### config.mk
export PLATFORM = sky130hd
export DESIGN_NAME = vga_fb_arbiter
export DESIGN_NICKNAME = d
export VERILOG_FILES = /design/src/rtl/vga_pkg.sv /design/src/rtl/vga_fetch_sched.sv /design/src/rtl/vga_fb_arbiter.sv
export SDC_FILE = /design/constraint.sdc
export NUM_CORES = 1
export LEC_CHECK = 0
export ABC_CLOCK_PERIOD_IN_PS = 4900
export CAP_MARGIN = 10
export CORE_MARGIN = 2
export CORE_UTILIZATION = 23
export DETAILED_ROUTE_END_ITERATION = 16
export GPL_ROUTABILITY_DRIVEN = 0
export MAX_ROUTING_LAYER = met4
export SLEW_MARGIN = 30
export SYNTH_ARGS = -nofsm -noshare
export SYNTH_HDL_FRONTEND = slang
export SYNTH_SLANG_ARGS = --single-unit
### constraint.sdc
create_clock -name pix_clk -period 4.9 [get_ports pix_clk]
set_clock_uncertainty 0.05 [all_clocks]
set_input_delay 0.98 -clock pix_clk [delete_from_list [all_inputs] [get_ports pix_clk]]
set_output_delay 0.98 -clock pix_clk [all_outputs]
set_load 0.05 [all_outputs]
### src/rtl/vga_pkg.sv
`default_nettype none
// ============================================================================
//  Module      : vga_pkg
//  Description : Timing constants, framebuffer types and line-base helper for
//                the VGA framebuffer arbiter.
//  Revision    : 1.0 - initial release
// ============================================================================
package vga_pkg;

    localparam int H_AV     = 640;
    localparam int V_AV     = 480;
    localparam int H_TOTAL  = 800;
    localparam int V_TOTAL  = 525;
    localparam int WPL      = H_AV / 16;
    localparam int FB_WORDS = WPL * V_AV;
    localparam int AW       = 15;

    typedef logic [AW-1:0] fb_addr_t;
    typedef logic [15:0]   fb_word_t;

    // Start-of-line word address; WPL is 40, so row*40 = (row<<5)+(row<<3).
    function automatic fb_addr_t line_base(input logic [9:0] row);
        fb_addr_t r;
        r = fb_addr_t'(row);
        return (r << 5) + (r << 3);
    endfunction

endpackage
`default_nettype wire

### src/rtl/vga_fetch_sched.sv
`default_nettype none
// ============================================================================
//  Module      : vga_fetch_sched
//  Description : Combinational display-fetch strobe and word address, issued
//                one group ahead of the beam and at the end of each line.
//  Revision    : 1.0 - initial release
// ============================================================================
module vga_fetch_sched
    import vga_pkg::*;
(
    input  logic [9:0]    i_x,
    input  logic [9:0]    i_y,
    output logic          o_fetch_strobe,
    output logic [AW-1:0] o_fetch_addr
);

    logic [9:0] w_yn;

    always_comb begin
        w_yn           = (i_y == 10'(V_TOTAL - 1)) ? 10'd0 : i_y + 10'd1;
        o_fetch_strobe = 1'b0;
        o_fetch_addr   = '0;
        if (i_x[3:0] == 4'd12 && i_x < 10'(H_AV - 16) && i_y < 10'(V_AV)) begin
            // Four pixels before the current group ends, fetch the following group.
            o_fetch_strobe = 1'b1;
            o_fetch_addr   = line_base(i_y) + fb_addr_t'(i_x[9:4]) + fb_addr_t'(1);
        end else if (i_x == 10'(H_TOTAL - 4) && w_yn < 10'(V_AV)) begin
            o_fetch_strobe = 1'b1;
            o_fetch_addr   = line_base(w_yn);
        end
    end

endmodule
`default_nettype wire

### src/rtl/vga_fb_arbiter.sv
`default_nettype none
// ============================================================================
//  Module      : vga_fb_arbiter
//  Description : Shares a single-port 1-bpp framebuffer RAM between display
//                scan-out (absolute priority) and a host command port.
//  Revision    : 1.0 - initial release
// ============================================================================
module vga_fb_arbiter
    import vga_pkg::*;
(
    input  logic          pix_clk,
    input  logic          reset,
    input  logic [9:0]    x,
    input  logic [9:0]    y,
    input  logic          valid,
    input  logic          cmd_valid,
    output logic          cmd_ready,
    input  logic          cmd_we,
    input  logic [AW-1:0] cmd_addr,
    input  logic [15:0]   cmd_wdata,
    output logic          rsp_valid,
    output logic [15:0]   rsp_data,
    output logic          cmd_err,
    output logic          mem_en,
    output logic          mem_we,
    output logic [AW-1:0] mem_addr,
    output logic [15:0]   mem_wdata,
    input  logic [15:0]   mem_rdata,
    output logic          pix_out
);

    logic     w_fetch;
    fb_addr_t w_fetch_addr;
    logic     w_fetch_go;
    logic     w_accept;
    logic     w_in_range;
    logic     w_host_mem;

    logic     r_up;
    logic     r_fetch_pend;
    logic     r_rd_pend;
    logic     r_rd_drop;
    logic     r_err;
    fb_addr_t r_last_addr;
    fb_word_t r_last_wdata;
    fb_word_t r_next_word;
    fb_word_t r_shreg;
    logic     r_pix;

    vga_fetch_sched u_fetch_sched (
        .i_x            (x),
        .i_y            (y),
        .o_fetch_strobe (w_fetch),
        .o_fetch_addr   (w_fetch_addr)
    );

    // r_up is low during reset and the first cycle after release, muting the RAM port.
    always_comb begin
        w_in_range = cmd_addr < fb_addr_t'(FB_WORDS);
        w_fetch_go = r_up & w_fetch;
        cmd_ready  = r_up & ~w_fetch;
        w_accept   = cmd_valid & cmd_ready;
        w_host_mem = w_accept & w_in_range;
        mem_en     = w_fetch_go | w_host_mem;
        mem_we     = w_host_mem & cmd_we;
        mem_addr   = w_fetch_go ? w_fetch_addr : (w_host_mem ? cmd_addr : r_last_addr);
        mem_wdata  = mem_we ? cmd_wdata : r_last_wdata;
        rsp_valid  = r_rd_pend | r_rd_drop;
        rsp_data   = r_rd_pend ? mem_rdata : '0;
        cmd_err    = r_err;
        pix_out    = r_pix;
    end

    always_ff @(posedge pix_clk or posedge reset) begin
        if (reset) begin
            r_up         <= 1'b0;
            r_fetch_pend <= 1'b0;
            r_rd_pend    <= 1'b0;
            r_rd_drop    <= 1'b0;
            r_err        <= 1'b0;
            r_last_addr  <= '0;
            r_last_wdata <= '0;
            r_next_word  <= '0;
            r_shreg      <= '0;
            r_pix        <= 1'b0;
        end else begin
            r_up         <= 1'b1;
            r_fetch_pend <= w_fetch_go;
            r_rd_pend    <= w_host_mem & ~cmd_we;
            r_rd_drop    <= w_accept & ~w_in_range & ~cmd_we;
            r_err        <= w_accept & ~w_in_range;
            if (mem_en) begin
                r_last_addr <= mem_addr;
            end
            if (mem_we) begin
                r_last_wdata <= cmd_wdata;
            end
            if (r_fetch_pend) begin
                r_next_word <= mem_rdata;
            end
            // LSB-first: bit 0 leaves on the load cycle, the rest shift out behind it.
            if (valid && x[3:0] == 4'd0) begin
                r_shreg <= {1'b0, r_next_word[15:1]};
                r_pix   <= r_next_word[0];
            end else begin
                r_shreg <= {1'b0, r_shreg[15:1]};
                r_pix   <= valid & r_shreg[0];
            end
        end
    end

endmodule
`default_nettype wire

==> results of run 1 <==
==> kinds of logic after synthesis <==
family	count (synthesis)	share of synthesized area, %
AO/OA/AOI/OAI	86	15.5
XOR/XNOR	21	4.15
adder cells (fa/ha/maj)	34	9.94
buffers and inverters	37	4.07
flip-flops	68	38.4
multiplexers	50	12.7
other	1	0.0846
AND/OR/NAND/NOR	109	15.2
==> metal layers <==
layer	wire length [um]	track usage [%]	vias up
li1	-	-	1863
met1	5450	15.3	1900
met2	6390	23.1	107
met3	482	1.58	13
met4	225	3.80	0
met5	0	-	-
==> stage by stage <==
step | TNS (ns) | total power (uW) | std cells
after floorplan | 0 | 1180 | 406
after global placement | -3.22 | 1570 | 828
after detailed placement | -2.25 | 1590 | 828
after CTS | 0 | 2300 | 846
after global routing | -0.0262 | 2390 | 847
final | 0 | 2280 | 847
==> final cells by class <==
| cell class | count | area share [%] |
|---|---|---|
| multi-input combinational | 301 | 38.2 |
| timing repair buffer | 180 | 27.4 |
| sequential | 68 | 24.1 |
| tap | 260 | 4.62 |
| clock buffer | 10 | 3.25 |
| clock inverter | 6 | 1.26 |
| inverter | 22 | 1.19 |
==> sequential cells by signal, indices dropped and copies added (netlist names), 15 cells and up <==
name / count
r_last_wdata: 16
r_last_addr: 15
r_shreg: 15
r_next_word: 16
==> worst max-delay path: stages <==
cell,delay (ns)
clkdlybuf4s50_1,0.59
ha_1,0.28
ha_1,0.32
a41o_1,0.27
o211ai_1,0.19
buf_4,0.16
nand3b_1,0.10
xor2_1,0.18
a22o_1,0.26
a221o_1,0.31
buf_12,0.16
==> path summary, 6_finish.rpt <==
path / slack, ns / cells after the start / to / start
worst max-delay path: 0.06 / 11 / mem_addr[10] / x[8]
worst min-delay path: 0.42 / 1 / r_shreg[10]$_DFF_PP0_ / r_shreg[11]$_DFF_PP0_
worst max register to register: 2.90 / 6 / r_last_addr[9]$_DFFE_PP0P_ / r_up$_DFF_PP0_
worst min register to register: 0.42 / 1 / r_shreg[10]$_DFF_PP0_ / r_shreg[11]$_DFF_PP0_
max in group asynchronous: 2.95 / 3 / r_last_wdata[6]$_DFF_PP0_ / reset
min in group asynchronous: 1.02 / 2 / r_next_word[2]$_DFFE_PP0P_ / reset
==> power groups by stage <==
stage / registers [uW] / logic [uW] / clock network [uW]
after global routing: 686 / 978 / 731
final: 677 / 922 / 677
after detailed placement: 687 / 902 / 0
after CTS: 678 / 920 / 699
after floorplan: 677 / 500 / 0
after global placement: 682 / 891 / 0
==> cells in the mapped netlist (all sizes together) (3+ instances only) <==
cell type   n  share of area, %
a21o        9               1.5
and2       19               2.7
a31oi       4              0.56
inv        22               1.9
nor2       17               1.5
nand3      10               1.2
nor3        8               1.2
nand4b      3              0.59
buf        11               1.9
nor4        3              0.76
clkbuf      4              0.34
or2         5              0.71
o21ai       6              0.68
nor3b       3              0.51
a221o      22               5.0
nand2b      3              0.42
and3        7               1.0
a21oi      14               1.7
ha         32               9.0
dfrtp      68                38
o211ai      3              0.51
a211o       7               1.4
xor2       10               2.0
mux2       49                12
nand2      13               1.1
nand4       6              0.85
a22o        6               1.2
xnor2      11               2.2
==> cells in the final DEF (no fill, tap or decap), types with 4 or more instances in the layout <==
master / synthesis / final
a21o_1: 9 / 9
nor2_1: 16 / 10
inv_1: 21 / 16
a21oi_1: 13 / 12
a211o_1: 7 / 7
buf_12: 0 / 29
nand3_1: 9 / 8
inv_2: 1 / 5
mux2_2: 44 / 43
nand4_1: 6 / 6
nand2_1: 13 / 13
o21ai_0: 6 / 5
buf_4: 2 / 58
clkbuf_2: 0 / 4
clkdlybuf4s50_1: 0 / 80
a221o_1: 20 / 20
and3_1: 6 / 6
clkbuf_16: 0 / 9
xor2_1: 10 / 8
and2_1: 19 / 19
xnor2_1: 11 / 11
ha_1: 32 / 27
nor3_1: 7 / 7
mux2_1: 5 / 4
dfrtp_1: 68 / 68
a22o_1: 6 / 6
nor2_2: 1 / 6
==> what timing repair did <==
| action | 4_1_cts | 5_1_grt |
|---|---|---|
| cloned | 0 | 0 |
| pin swaps | 21 | 14 |
| buffers inserted | 2 | 1 |
| setup endpoints to repair | 15 | 15 |
| resized for setup | 33 | 25 |
==> impl_metrics.env, run 1 <==
export IMPL_wl_um=12500
export IMPL_core_rowCount=50
export IMPL_cts_buffer_depth=2
export IMPL_drv_cap=0
export IMPL_cp_arrival_ns=3.81
export IMPL_drtIter0Drc=133
export IMPL_cts_tree="built"
export IMPL_synth_edf_count=0
export IMPL_synth_avg_cell_area_um2=10.9
export IMPL_ys_ff_latch=68
export IMPL_antenna_found_initial=0
export IMPL_status="finished clean"
export IMPL_die_x_um=143
export IMPL_power_frac_clock_pct=29.8
export IMPL_dieArea_um2=20400
export IMPL_synth_nets=512
export IMPL_diodes=0
export IMPL_coreArea_um2=18800
export IMPL_end_kind="output port"
export IMPL_fmax_mhz=207
export IMPL_nets=688
export IMPL_pwr_share_comb_pct=40.5
export IMPL_final_seq_area_um2=1700
export IMPL_via_per_inst=4.58
export IMPL_slew_violations=0
export IMPL_place_hpwl_um=10100
export IMPL_numCtsBuffers=9
export IMPL_nFillCells=1856
export IMPL_post_route_period_util_pct=98.8
export IMPL_hold_viol_final=0
export IMPL_crit_required_ns=3.87
export IMPL_ys_seq_area_share_pct=38.4
export IMPL_synth_warnings=0
export IMPL_finalWorstSetupSlack_ns=0.0610
export IMPL_portBuffers=124
export IMPL_p_leak_uw=0.00321
export IMPL_power_switching_uw=740
export IMPL_startpoint_type="input port"
export IMPL_p_per_area_nw_per_um2=323
export IMPL_grtUsageTotal_pct=12.9
export IMPL_critPathMaxFanout=4
export IMPL_syn_to_final_growth_pct=59.0
export IMPL_grt_max_degree=42
export IMPL_fin_crit_ns=4.84
export IMPL_path_clk_slew_ns=0.06
export IMPL_cts_root_buf="clkbuf_16"
export IMPL_yosysUniqueCellTypes=67
export IMPL_power_frac_seq_pct=29.7
export IMPL_cts_max_level=3
export IMPL_holdCritPathClass="flip-flop to flip-flop"
export IMPL_async_flop_share_pct=100
export IMPL_setup_violations=0
export IMPL_crit_type="input port to output port"
export IMPL_clk_latency_ns=0.33
export IMPL_wl_per_cell_um=14.8
export IMPL_fin_hold_ws_ns=0.422
export IMPL_num_io_pins=125
export IMPL_slew_headroom_pct=51.4
export IMPL_drive_above_1_share_pct=33.9
export IMPL_fin_util_pct=37.4
export IMPL_num_vias=3883
export IMPL_syn_inst=406
export IMPL_multiInputGateArea_um2=2690
export IMPL_die_h_um=143
export IMPL_dpl_instance_area_um2=6580
export IMPL_ctsHoldBuffers=0
export IMPL_postLayoutCellArea_um2=7050
export IMPL_drt_antenna_violating_nets=0
export IMPL_dr_pass1_iters=4
export IMPL_drcViolationCount=0
export IMPL_syn_area_um2=4430
export IMPL_start_util_pct=23.5
export IMPL_cts_sinks=68
export IMPL_grt_pass1_vias=3990
export IMPL_place_ws_ns=-0.346
export IMPL_overflow=0
export IMPL_power_internal_uw=1540
export IMPL_peakVddDrop_v=0.000156
export IMPL_grt_pass1_wl_um=20200
export IMPL_synthFlopType="dfrtp_1"
export IMPL_tightestPinTransition_ns=0.729
export IMPL_switching_share_pct=32.5
Note: power is estimated with default switching activity, not from simulation.
==> run 2, diff against run 1 <==
HOLD_SLACK_MARGIN = 0.03   (was default)
==> results of run 2 <==
No change in the layout: final DEF, timing and power equal those of run 1.
==> run 3, diff against run 2 <==
ABC_CLOCK_PERIOD_IN_PS = 5200   (was 4900)
CORE_MARGIN = default   (was 2)
clock period = 5.2 ns   (was 4.9 ns; I/O delays follow)
==> impl_metrics.env, run 3 (synthesis results as in run 1) <==
export IMPL_core_rowCount=50
export IMPL_die_x_um=141
export IMPL_postLayoutCellArea_um2=6880
export IMPL_drv_cap=0
export IMPL_grt_pass1_wl_um=20300
export IMPL_numCtsBuffers=9
export IMPL_cts_sinks=68
export IMPL_r2r_start="r_up$_DFF_PP0_"
export IMPL_dr_pass1_iters=4
export IMPL_diodes=0
export IMPL_finalWorstSetupSlack_ns=0.0763
export IMPL_path_clk_slew_ns=0.05
export IMPL_wl_um=12500
export IMPL_wl_per_cell_um=15.5
export IMPL_setup_violations=0
export IMPL_clk_latency_ns=0.33
export IMPL_hold_start="r_shreg[3]$_DFF_PP0_"
export IMPL_status="finished clean"
export IMPL_mostFrequentLayoutCells="clkdlybuf4s50_1 (83), dfrtp_1 (68), buf_4 (46), mux2_2 (44), ha_1 (30)"
export IMPL_critPathMaxFanout=6
export IMPL_num_vias=3865
export IMPL_place_hpwl_um=9980
export IMPL_nets=676
export IMPL_power_frac_seq_pct=30.1
export IMPL_rsz0062_at_grt="no"
export IMPL_end_kind="output port"
export IMPL_startpoint_type="input port"
export IMPL_power_internal_uw=1420
export IMPL_pwr_share_comb_pct=40.5
export IMPL_drcViolationCount=0
export IMPL_syn_to_final_growth_pct=55.3
export IMPL_drtIter0Drc=149
export IMPL_holdCritPathClass="flip-flop to flip-flop"
export IMPL_dp_cells=787
export IMPL_crit_type="input port to output port"
export IMPL_cp_arrival_ns=4.03
export IMPL_grt_pass1_vias=3985
export IMPL_power_frac_clock_pct=29.4
export IMPL_overflow=0
export IMPL_drive_above_1_share_pct=30.6
export IMPL_die_h_um=141
export IMPL_num_io_pins=125
export IMPL_multiInputGateArea_um2=2650
export IMPL_dpl_instance_area_um2=6400
export IMPL_cts_root_buf="clkbuf_16"
export IMPL_peakVddDrop_v=0.000156
export IMPL_switching_share_pct=33.1
export IMPL_cts_buffer_depth=2
export IMPL_place_ws_ns=-0.242
export IMPL_post_route_period_util_pct=98.5
export IMPL_cts_tree="built"
export IMPL_antenna_found_initial=0
export IMPL_cts_max_level=3
export IMPL_fin_crit_ns=5.12
export IMPL_p_per_area_nw_per_um2=308
export IMPL_slew_headroom_pct=42.2
export IMPL_instances_no_fill=809
export IMPL_via_per_inst=4.78
export IMPL_tightestPinTransition_ns=0.864
export IMPL_crit_path_start="y[6]"
export IMPL_fmax_mhz=195
export IMPL_power_switching_uw=700
export IMPL_final_seq_area_um2=1700
export IMPL_crit_required_ns=4.11
export IMPL_portBuffers=124
export IMPL_drt_antenna_violating_nets=0
export IMPL_largestRegisters="r_last_wdata (16), r_next_word (16)"
export IMPL_fin_total_pwr_uw=2120
export IMPL_nFillCells=1849
export IMPL_fin_tns_setup_ns=0
export IMPL_hold_viol_final=0
export IMPL_p_leak_uw=0.00317
export IMPL_dieArea_um2=19800
export IMPL_slew_violations=0
export IMPL_start_util_pct=23.6
export IMPL_coreArea_um2=18800
export IMPL_grt_max_degree=40
export IMPL_final_common_cell="clkdlybuf4s50_1"
export IMPL_ctsHoldBuffers=0
export IMPL_grtUsageTotal_pct=13.4
[run 3: worst paths after layout]
check	endpoint	slack (ns)	cells after the start
worst max register to register	r_last_wdata[12]$_DFF_PP0_	3.05	5
worst min-delay path	r_shreg[2]$_DFF_PP0_	0.43	1
worst max-delay path	mem_addr[12]	0.08	13
worst min register to register	r_shreg[2]$_DFF_PP0_	0.43	1
max in group asynchronous	r_shreg[2]$_DFF_PP0_	3.19	3
min in group asynchronous	r_last_wdata[3]$_DFF_PP0_	1.08	2
[run 3: power groups by stage]
stage,Clock [uW],Sequential (uW),Combinational [uW]
after floorplan,0,638,471
after global placement,0,642,824
after detailed placement,0,647,835
after CTS,646,638,850
after global routing,672,645,906
final,623,637,857
[run 3: final cells by class]
cell class                 count  area share [%]
clock buffer                  11            3.67
clock inverter                 5           0.854
inverter                      22            1.22
multi-input combinational    301            38.5
sequential                    68            24.7
tap                          234            4.25
timing repair buffer         168            26.8
[run 3: per-stage QoR]
stage	hold WS (ns)	utilization, %
finish	0.427	36.7
detailed placement	0.414	34.1
floorplan	0.396	-
global placement	0.401	34.1
global route	0.441	36.7
CTS	0.431	36.1
[run 3: what timing repair did]
| action | in CTS | in global routing |
|---|---|---|
| buffers inserted | 3 | 3 |
| gates resized for setup | 20 | 17 |
| setup endpoints to repair | 6 | 8 |
| cloned | 0 | 0 |
| pin swaps | 14 | 10 |
[run 3: critical path: stages]
cell           delay, ns
dlygate4sd2_1       0.24
or3_4               0.39
nor4_4              0.20
buf_4               0.19
and2b_1             0.20
ha_1                0.27
a21o_1              0.19
and4_4              0.21
o211ai_1            0.24
o311ai_2            0.15
mux2_4              0.28
a211o_1             0.27
buf_12              0.16
[run 3: per-layer routing]
layer	vias up	part of all wire, %	global-route usage, %
li1	1849	-	-
met5	-	0	-
met3	15	4.5	2.65
met2	116	51	23.6
met1	1885	42	15.4
met4	0	1.9	3.72
